--- src/rtl/div_pkg.sv ---
// Shared types and helpers for the sequential restoring divider.
// The optional zero-divisor fast path is selected by DIV_ZERO_FASTPATH_EN in the top.
package div_pkg;

    typedef enum logic [1:0] {
        IDLE = 2'd0,
        RUN  = 2'd1,
        DONE = 2'd2
    } state_t;

    localparam int DIV_WIDTH_DEFAULT = 8;

    // Bits needed to count 0 .. value-1, never less than one.
    function automatic int clog2(input int value);
        int r;
        r = 1;
        for (int i = 1; i < 31; i++) begin
            if ((1 << i) < value) begin
                r = i + 1;
            end
        end
        return r;
    endfunction

endpackage

--- src/rtl/div_step.sv ---
// One radix-2 restoring iteration: shift in the next dividend bit, trial-subtract the divisor.
module div_step
    import div_pkg::*;
#(
    parameter int WIDTH = DIV_WIDTH_DEFAULT
) (
    input  logic [WIDTH:0]   r_in,
    input  logic             bit_in,
    input  logic [WIDTH-1:0] divisor,
    output logic [WIDTH:0]   r_out,
    output logic             q_bit
);

    logic [WIDTH:0] shifted;
    logic [WIDTH:0] divisor_ext;

    // One extra bit keeps the trial comparison exact for divisors above 2^(WIDTH-1).
    always_comb begin
        shifted     = {r_in[WIDTH-1:0], bit_in};
        divisor_ext = {1'b0, divisor};
        if (shifted >= divisor_ext) begin
            r_out = shifted - divisor_ext;
            q_bit = 1'b1;
        end else begin
            r_out = shifted;
            q_bit = 1'b0;
        end
    end

endmodule

--- src/rtl/seq_restoring_divider.sv ---
// Multi-cycle unsigned restoring divider, one quotient bit per clock, start/done handshake.
// Define DIV_ZERO_FASTPATH_EN to finish a zero-divisor request in a single cycle.
module seq_restoring_divider
    import div_pkg::*;
#(
    parameter int WIDTH = DIV_WIDTH_DEFAULT
) (
    input  logic             clk,
    input  logic             rst,
    input  logic             start,
    input  logic [WIDTH-1:0] dividend,
    input  logic [WIDTH-1:0] divisor,
    output logic             busy,
    output logic             done,
    output logic [WIDTH-1:0] quotient,
    output logic [WIDTH-1:0] remainder,
    output logic             div_by_zero
);

    localparam int CW = clog2(WIDTH);

    state_t           state_q, state_d;
    logic [CW-1:0]    cnt_q, cnt_d;
    logic [WIDTH:0]   r_q, r_d;
    logic [WIDTH-1:0] qreg_q, qreg_d;
    logic [WIDTH-1:0] dvsr_q, dvsr_d;
    logic [WIDTH-1:0] quot_q, quot_d;
    logic [WIDTH-1:0] rem_q, rem_d;
    logic             dbz_q, dbz_d;

    logic [WIDTH:0]   r_next;
    logic             q_bit;
    logic             accept;

    div_step #(.WIDTH(WIDTH)) u_step (
        .r_in    (r_q),
        .bit_in  (qreg_q[WIDTH-1]),
        .divisor (dvsr_q),
        .r_out   (r_next),
        .q_bit   (q_bit)
    );

    // start is honoured in IDLE and in DONE, so back-to-back requests lose no cycle.
    assign accept = start && (state_q != RUN);

    always_comb begin
        state_d = state_q;
        cnt_d   = cnt_q;
        r_d     = r_q;
        qreg_d  = qreg_q;
        dvsr_d  = dvsr_q;
        quot_d  = quot_q;
        rem_d   = rem_q;
        dbz_d   = dbz_q;

        if (accept) begin
            state_d = RUN;
            cnt_d   = '0;
            r_d     = '0;
            qreg_d  = dividend;
            dvsr_d  = divisor;
            quot_d  = '0;
            rem_d   = '0;
            dbz_d   = (divisor == '0);
`ifdef DIV_ZERO_FASTPATH_EN
            if (divisor == '0) begin
                state_d = DONE;
                quot_d  = '1;
                rem_d   = dividend;
            end
`endif
        end else begin
            case (state_q)
                RUN: begin
                    r_d    = r_next;
                    qreg_d = {qreg_q[WIDTH-2:0], q_bit};
                    cnt_d  = cnt_q + CW'(1);
                    if (cnt_q == CW'(WIDTH - 1)) begin
                        state_d = DONE;
                        quot_d  = {qreg_q[WIDTH-2:0], q_bit};
                        rem_d   = r_next[WIDTH-1:0];
                    end
                end
                DONE:    state_d = IDLE;
                default: state_d = state_q;
            endcase
        end
    end

    always_ff @(posedge clk) begin
        if (rst) begin
            state_q <= IDLE;
            cnt_q   <= '0;
            r_q     <= '0;
            qreg_q  <= '0;
            dvsr_q  <= '0;
            quot_q  <= '0;
            rem_q   <= '0;
            dbz_q   <= 1'b0;
        end else begin
            state_q <= state_d;
            cnt_q   <= cnt_d;
            r_q     <= r_d;
            qreg_q  <= qreg_d;
            dvsr_q  <= dvsr_d;
            quot_q  <= quot_d;
            rem_q   <= rem_d;
            dbz_q   <= dbz_d;
        end
    end

    assign busy        = (state_q == RUN);
    assign done        = (state_q == DONE);
    assign quotient    = quot_q;
    assign remainder   = rem_q;
    assign div_by_zero = dbz_q;

endmodule

--- config.mk ---
export PLATFORM = sky130hd
export DESIGN_NAME = seq_restoring_divider
export DESIGN_NICKNAME = d
export VERILOG_FILES = /design/src/rtl/div_pkg.sv /design/src/rtl/div_step.sv /design/src/rtl/seq_restoring_divider.sv
export SDC_FILE = /design/constraint.sdc
export NUM_CORES = 1
export LEC_CHECK = 0
export ABC_CLOCK_PERIOD_IN_PS = 2200
export CAP_MARGIN = 30
export CORE_MARGIN = 4
export CORE_UTILIZATION = 40
export CTS_BUF_LIST = sky130_fd_sc_hd__clkbuf_8
export CTS_CLUSTER_DIAMETER = 80
export CTS_CLUSTER_SIZE = 30
export DETAILED_ROUTE_END_ITERATION = 8
export MAX_ROUTING_LAYER = met4
export SLEW_MARGIN = 5
export SYNTH_ARGS = -nofsm -noshare
export SYNTH_HDL_FRONTEND = slang
export SYNTH_SLANG_ARGS = --single-unit
--- constraint.sdc ---
create_clock -name clk -period 2.2 [get_ports clk]
set_input_delay 0.22 -clock clk [delete_from_list [all_inputs] [get_ports clk]]
set_output_delay 0.22 -clock clk [all_outputs]
set_load 0.005 [all_outputs]
==> results of run 1 <==
[metal layers]
metal,share of wire,routed length (µm),GRT usage
met5,0,0,-
met2,0.48,2590,0.273
met3,0.026,137,0.0268
met1,0.49,2610,0.213
met4,0.0071,38,0.0446
[registers in the layout, summed over array words and instances (netlist names)]
name,flops
state_q,2
qreg_q,8
dvsr_q,8
remainder,8
cnt_q,3
quotient,8
div_by_zero,1
r_q,8
[critical path, cell delays in order, from the launching register on]
cell and delay (ps):
dfxtp_1 340, inv_1 70, ha_1 330, a21oi_1 280, o21ai_1 140, nand2_1 170
nand2_2 170, mux2i_1 180, a211oi_1 250
[final cells by class]
type | instances | area [µm²]
flip-flops and latches | 46 | 922
multi-input cells | 208 | 1250
inverters | 11 | 41.3
clock buffers | 5 | 68.8
clock inverters | 3 | 41.3
fillers | 543 | 2630
repair buffers | 49 | 460
well taps | 72 | 90.1
[path summary, 6_finish.rpt]
check | startpoint | endpoint | slack (ps) | cells after the start
hold reg to reg | dvsr_q[2]$_SDFFE_PP0P_ | dvsr_q[2]$_SDFFE_PP0P_ | 460 | 2
setup reg to reg | dvsr_q[6]$_SDFFE_PP0P_ | remainder[5]$_SDFFE_PP0P_ | 170 | 8
setup / recovery | dvsr_q[6]$_SDFFE_PP0P_ | remainder[5]$_SDFFE_PP0P_ | 170 | 8
hold / removal | dvsr_q[2]$_SDFFE_PP0P_ | dvsr_q[2]$_SDFFE_PP0P_ | 460 | 2
[cell families (layout without fill, tap and decap cells)]
group	count (synthesis)	count (layout)	share of synthesized area
AND/OR/NAND/NOR	102	102	0.208
XOR/XNOR	4	4	0.0155
buffers and inverters	25	68	0.0426
multiplexers	14	14	0.0620
adder cells (fa/ha/maj)	14	14	0.0808
flip-flops	46	46	0.408
AO/OA/AOI/OAI	74	74	0.183
[power breakdown]
group	total (W)	switching, W	internal, W
Sequential	0.000899	0.0000298	0.000870
Clock	0.000628	0.000293	0.000335
Combinational	0.000564	0.000308	0.000255
[stage by stage]
stage               area (µm²)  utilization
finish                    2880        0.522
detailed placement        2750        0.499
global placement          2750        0.499
floorplan                 2260            -
global route              2880        0.522
CTS                       2860        0.519
[cell usage in the layout, fill, tap and decap left out, drive strengths merged]
cell,n
o211ai,1
o22ai,1
buf,12
and3,1
and2,2
clkinvlp,1
a211oi,2
or2,2
nor2b,7
o31a,1
clkdlybuf4s50,37
dfxtp,46
inv,12
bufinv,1
a31oi,1
nor3,1
clkbuf,5
nand2,42
a311o,1
a311oi,1
a21oi,42
or3,1
nand3b,1
or4b,1
ha,13
fa,1
nor4,2
o211a,2
xor2,1
xnor2,3
o21a,1
nand4b,1
nand3,9
o21ai,20
nand2b,7
o31ai,1
mux2i,14
nor2,25
[what timing repair did]
item / 4_1_cts / 5_1_grt
setup buffers: 0 / 1
endpoints found under the setup margin: 0 / 12
resized for setup: 0 / 4
==> flow_summary.ini, run 1 <==
[clock_tree]
clock-sinks = 46
cts_max_level = 2
cts_tree = built
clockRootBuffer = clkbuf_8
clock_path_buffers = 2
path_clk_slew_ps = 90
clkLatencyLatePin_ps = 300
cts_buffers = 5
cts_hold_buf = 0

[die]
die_h_um = 83.2
fp.dieW_um = 83.2
start_util = 0.410
core-area_mm2 = 0.00551
rows = 27
ios = 38
die-area_mm2 = 0.00692

[sta]
hold_viol_final = 0
timing.fmax_ghz = 0.494
timing.final.ws_setup_ps = 174
setup_viol_count_final = 0
worst_pin_slew_ps = 611
post-route-min-period_ps = 2030
fin_skew_ps = 5.94
tns_ps = 0
slew_violations = 0
timing.slew.headroom = 0.591
finalCritPeriodShare = 0.921
whs_ps = 455

[global_route]
grt_max_degree = 22
grt_pass1_wl_um = 9220
antenna_found_initial = 0
grt-ovfl-total = 0
grt_use_total = 0.167
grt_pass1_vias = 1949

[route]
drc = 0
viasPerCell = 5.05
routedWlPerCell_um = 13.6
via_count = 1991
ant_nets = 0
drt_iter0_markers = 95
wl_um = 5370
dr.pass1.iters = 4

[pwr]
power_per_cell_area_mw_per_mm2 = 727
p_total_w = 0.00209
leakage_nw = 1.10
ir_worst_vdd_mv = 0.260

[placement]
hpwl_um = 4100
dp_cells = 385
place_ws_ps = 98.8
globalplace.congestion = 0.822
port_buffers = 37

[worst_setup_path]
cp_max_fo = 8
cp.arrival_ps = 2240
cp-start-kind = flip-flop
crit_type = flip-flop to flip-flop
cp-end-kind = flip-flop
crit_required_ps = 2410

[outcome]
outcome = finished clean

[logic_synthesis]
ys.flop_type = dfxtp_1
synthTopCellsByArea = dfxtp_1 (41%), a21oi_1 (9.3%), ha_1 (7.2%), nand2_1 (6.8%), mux2i_1 (6.2%)
ys_seq_area_frac = 0.408
yosysMostFrequentCell = dfxtp_1
synth_commonest_cells = dfxtp_1 (46), a21oi_1 (42), nand2_1 (41), nor2_1 (25)
synth_area_per_cell_um2 = 8.10
synth_warnings = 0
syn-num-nets = 312
synth_top_cell_area_share = 0.408
synth.distinct_cells = 40
synthCells = 279
syn_area_mm2 = 0.00226
synth-seq-cells = 46
synth_top_cell_by_area = dfxtp_1
synth_edf_count = 0
synthArstFlopShare = 0

[hold_path]
hold_class = flip-flop to flip-flop

[finish]
nets = 354
syn2layout_area_growth_pct = 27.2
finalNonFillerCells = 394
drive_gt1_frac = 0.0839
diodes = 0

[flow_run]
maxCapViolCount = 0
(Power assumes the default switching activity.)
==> run 2, diff against run 1 <==
CORE_UTILIZATION = 54   (was 40)
PLACE_DENSITY = 0.81   (was not set)
==> flow_summary.ini, run 2 (synthesis gave the netlist of run 1 again) <==
[clock_tree]
clockRootBuffer = clkbuf_8
cts_max_level = 2
cts_tree = built
path_clk_slew_ps = 90
clock_path_buffers = 2
clock-sinks = 46
cts_buffers = 5
cts_hold_buf = 0
clkLatencyLatePin_ps = 300

[flow_run]
maxCapViolCount = 0

[die]
rows = 23
ios = 38
die-area_mm2 = 0.00528
start_util = 0.561
fp.dieW_um = 72.7
core-area_mm2 = 0.00403
die_h_um = 72.7

[global_route]
grt_max_degree = 21
grt_pass1_vias = 1894
antenna_found_initial = 0
grt-ovfl-total = 0
grt_pass1_wl_um = 8650
grt_use_total = 0.211

[finish]
fill_cells = 354
utilization = 0.700
layout_commonest_cell = dfxtp_1
diodes = 0
drive_gt1_frac = 0.0844
finalNonFillerCells = 370
final_cell_mix = dfxtp_1 (46), nand2_1 (41), a21oi_1 (40), clkdlybuf4s50_1 (37), nor2_1 (25)
syn2layout_area_growth_pct = 24.9
nets = 352

[sta]
setup_viol_count_final = 0
fin_skew_ps = 4.27
slew_violations = 0
finalCritPeriodShare = 0.944
post-route-min-period_ps = 2080
timing.slew.headroom = 0.615
rsz0062_at_grt = no
hold_viol_final = 0
timing.fmax_ghz = 0.482
worst_pin_slew_ps = 575
tns_ps = 0

[placement]
dp_cells = 361
port_buffers = 37
hpwl_um = 3820
globalplace.congestion = 0.892

[hold_path]
whs_path_depth = 2
hold_class = flip-flop to flip-flop
min_to = div_by_zero$_SDFFE_PP0P_
hold_start = div_by_zero$_SDFFE_PP0P_

[pwr]
leakage_nw = 1.09
p_total_w = 0.00198
ir_worst_vdd_mv = 0.334
power_per_cell_area_mw_per_mm2 = 702

[route]
via_count = 2080
ant_nets = 0
drt_iter0_markers = 114
wl_um = 5140
routedWlPerCell_um = 13.9
drc = 0
dr.pass1.iters = 4
viasPerCell = 5.62

[worst_setup_path]
crit_type = flip-flop to flip-flop
crit_required_ps = 2380
worstRegToRegCells = 8
cp-end-kind = flip-flop
cp-start-kind = flip-flop
cp_max_fo = 6
reg2reg_from = dvsr_q[2]$_SDFFE_PP0P_
r2r_slack_ps = 120
reg2reg_to = r_q[6]$_SDFFE_PP0P_
cp.arrival_ps = 2260

[outcome]
outcome = finished clean
[run 2: cell count changes in the layout (fill, tap and decap cells not counted), sizes merged]
cell    previous run  this run
buf               12        10
bufinv             1         0
clkinv             0         2
inv               12        11
[run 2: what timing repair did]
| action | in CTS | in global routing |
|---|---|---|
| setup buffers | 0 | 1 |
| endpoints found under the setup margin | 0 | 10 |
| gates resized for setup | 0 | 5 |
[run 2: routing by layer]
layer  vias to the layer above  track usage  wire (µm)
li1                       1038            -          -
met3                        13       0.0331        288
met5                         -            -          0
met4                         0       0.0676         97
met2                        74        0.336       2390
met1                       955        0.276       2370
[run 2: metrics by stage]
step	hold WS (ps)	cell area (µm²)	worst slack, ps
final	453	2820	123
after floorplan	356	2260	315
after detailed placement	448	2710	110
after global placement	442	2710	151
after CTS	460	2800	74.9
after global routing	471	2820	5.19
[run 2: layout make-up]
class	instances	area, µm²	share of cell area
clock inverters	3	21.3	0.00754
well taps	50	62.6	0.0222
flip-flops and latches	46	921	0.326
repair buffers	47	445	0.158
inverters	11	41.3	0.0146
clock buffers	5	68.8	0.0244
multi-input cells	208	1260	0.447
[run 2: worst max-delay path by stage]
stage / startpoint / end / slack (ps)
after global routing: dvsr_q[2]$_SDFFE_PP0P_ / r_q[5]$_SDFFE_PP0P_ / 5
after global placement: qreg_q[7]$_SDFFE_PP0P_ / r_q[6]$_SDFFE_PP0P_ / 150
final: dvsr_q[2]$_SDFFE_PP0P_ / r_q[6]$_SDFFE_PP0P_ / 120
after floorplan: dvsr_q[2]$_SDFFE_PP0P_ / remainder[6]$_SDFFE_PP0P_ / 310
after CTS: qreg_q[7]$_SDFFE_PP0P_ / r_q[6]$_SDFFE_PP0P_ / 70
after detailed placement: qreg_q[7]$_SDFFE_PP0P_ / r_q[6]$_SDFFE_PP0P_ / 110
[run 2: where the power goes]
part	internal, W	switching [W]	leakage, nW	total, W
registers	0.000869	0.0000295	0.374	0.000899
logic	0.000254	0.000310	0.670	0.000564
clock network	0.000223	0.000295	0.0441	0.000519
total	0.00135	0.000635	1.09	0.00198
[run 2: worst max-delay path, cell delays in order (launching register included)]
cell     delay [ps]
dfxtp_1         340
inv_1            40
ha_1            330
nor2b_2         200
o211a_1         230
o21a_1          170
or3_1           330
a31oi_2         220
a21oi_1         100
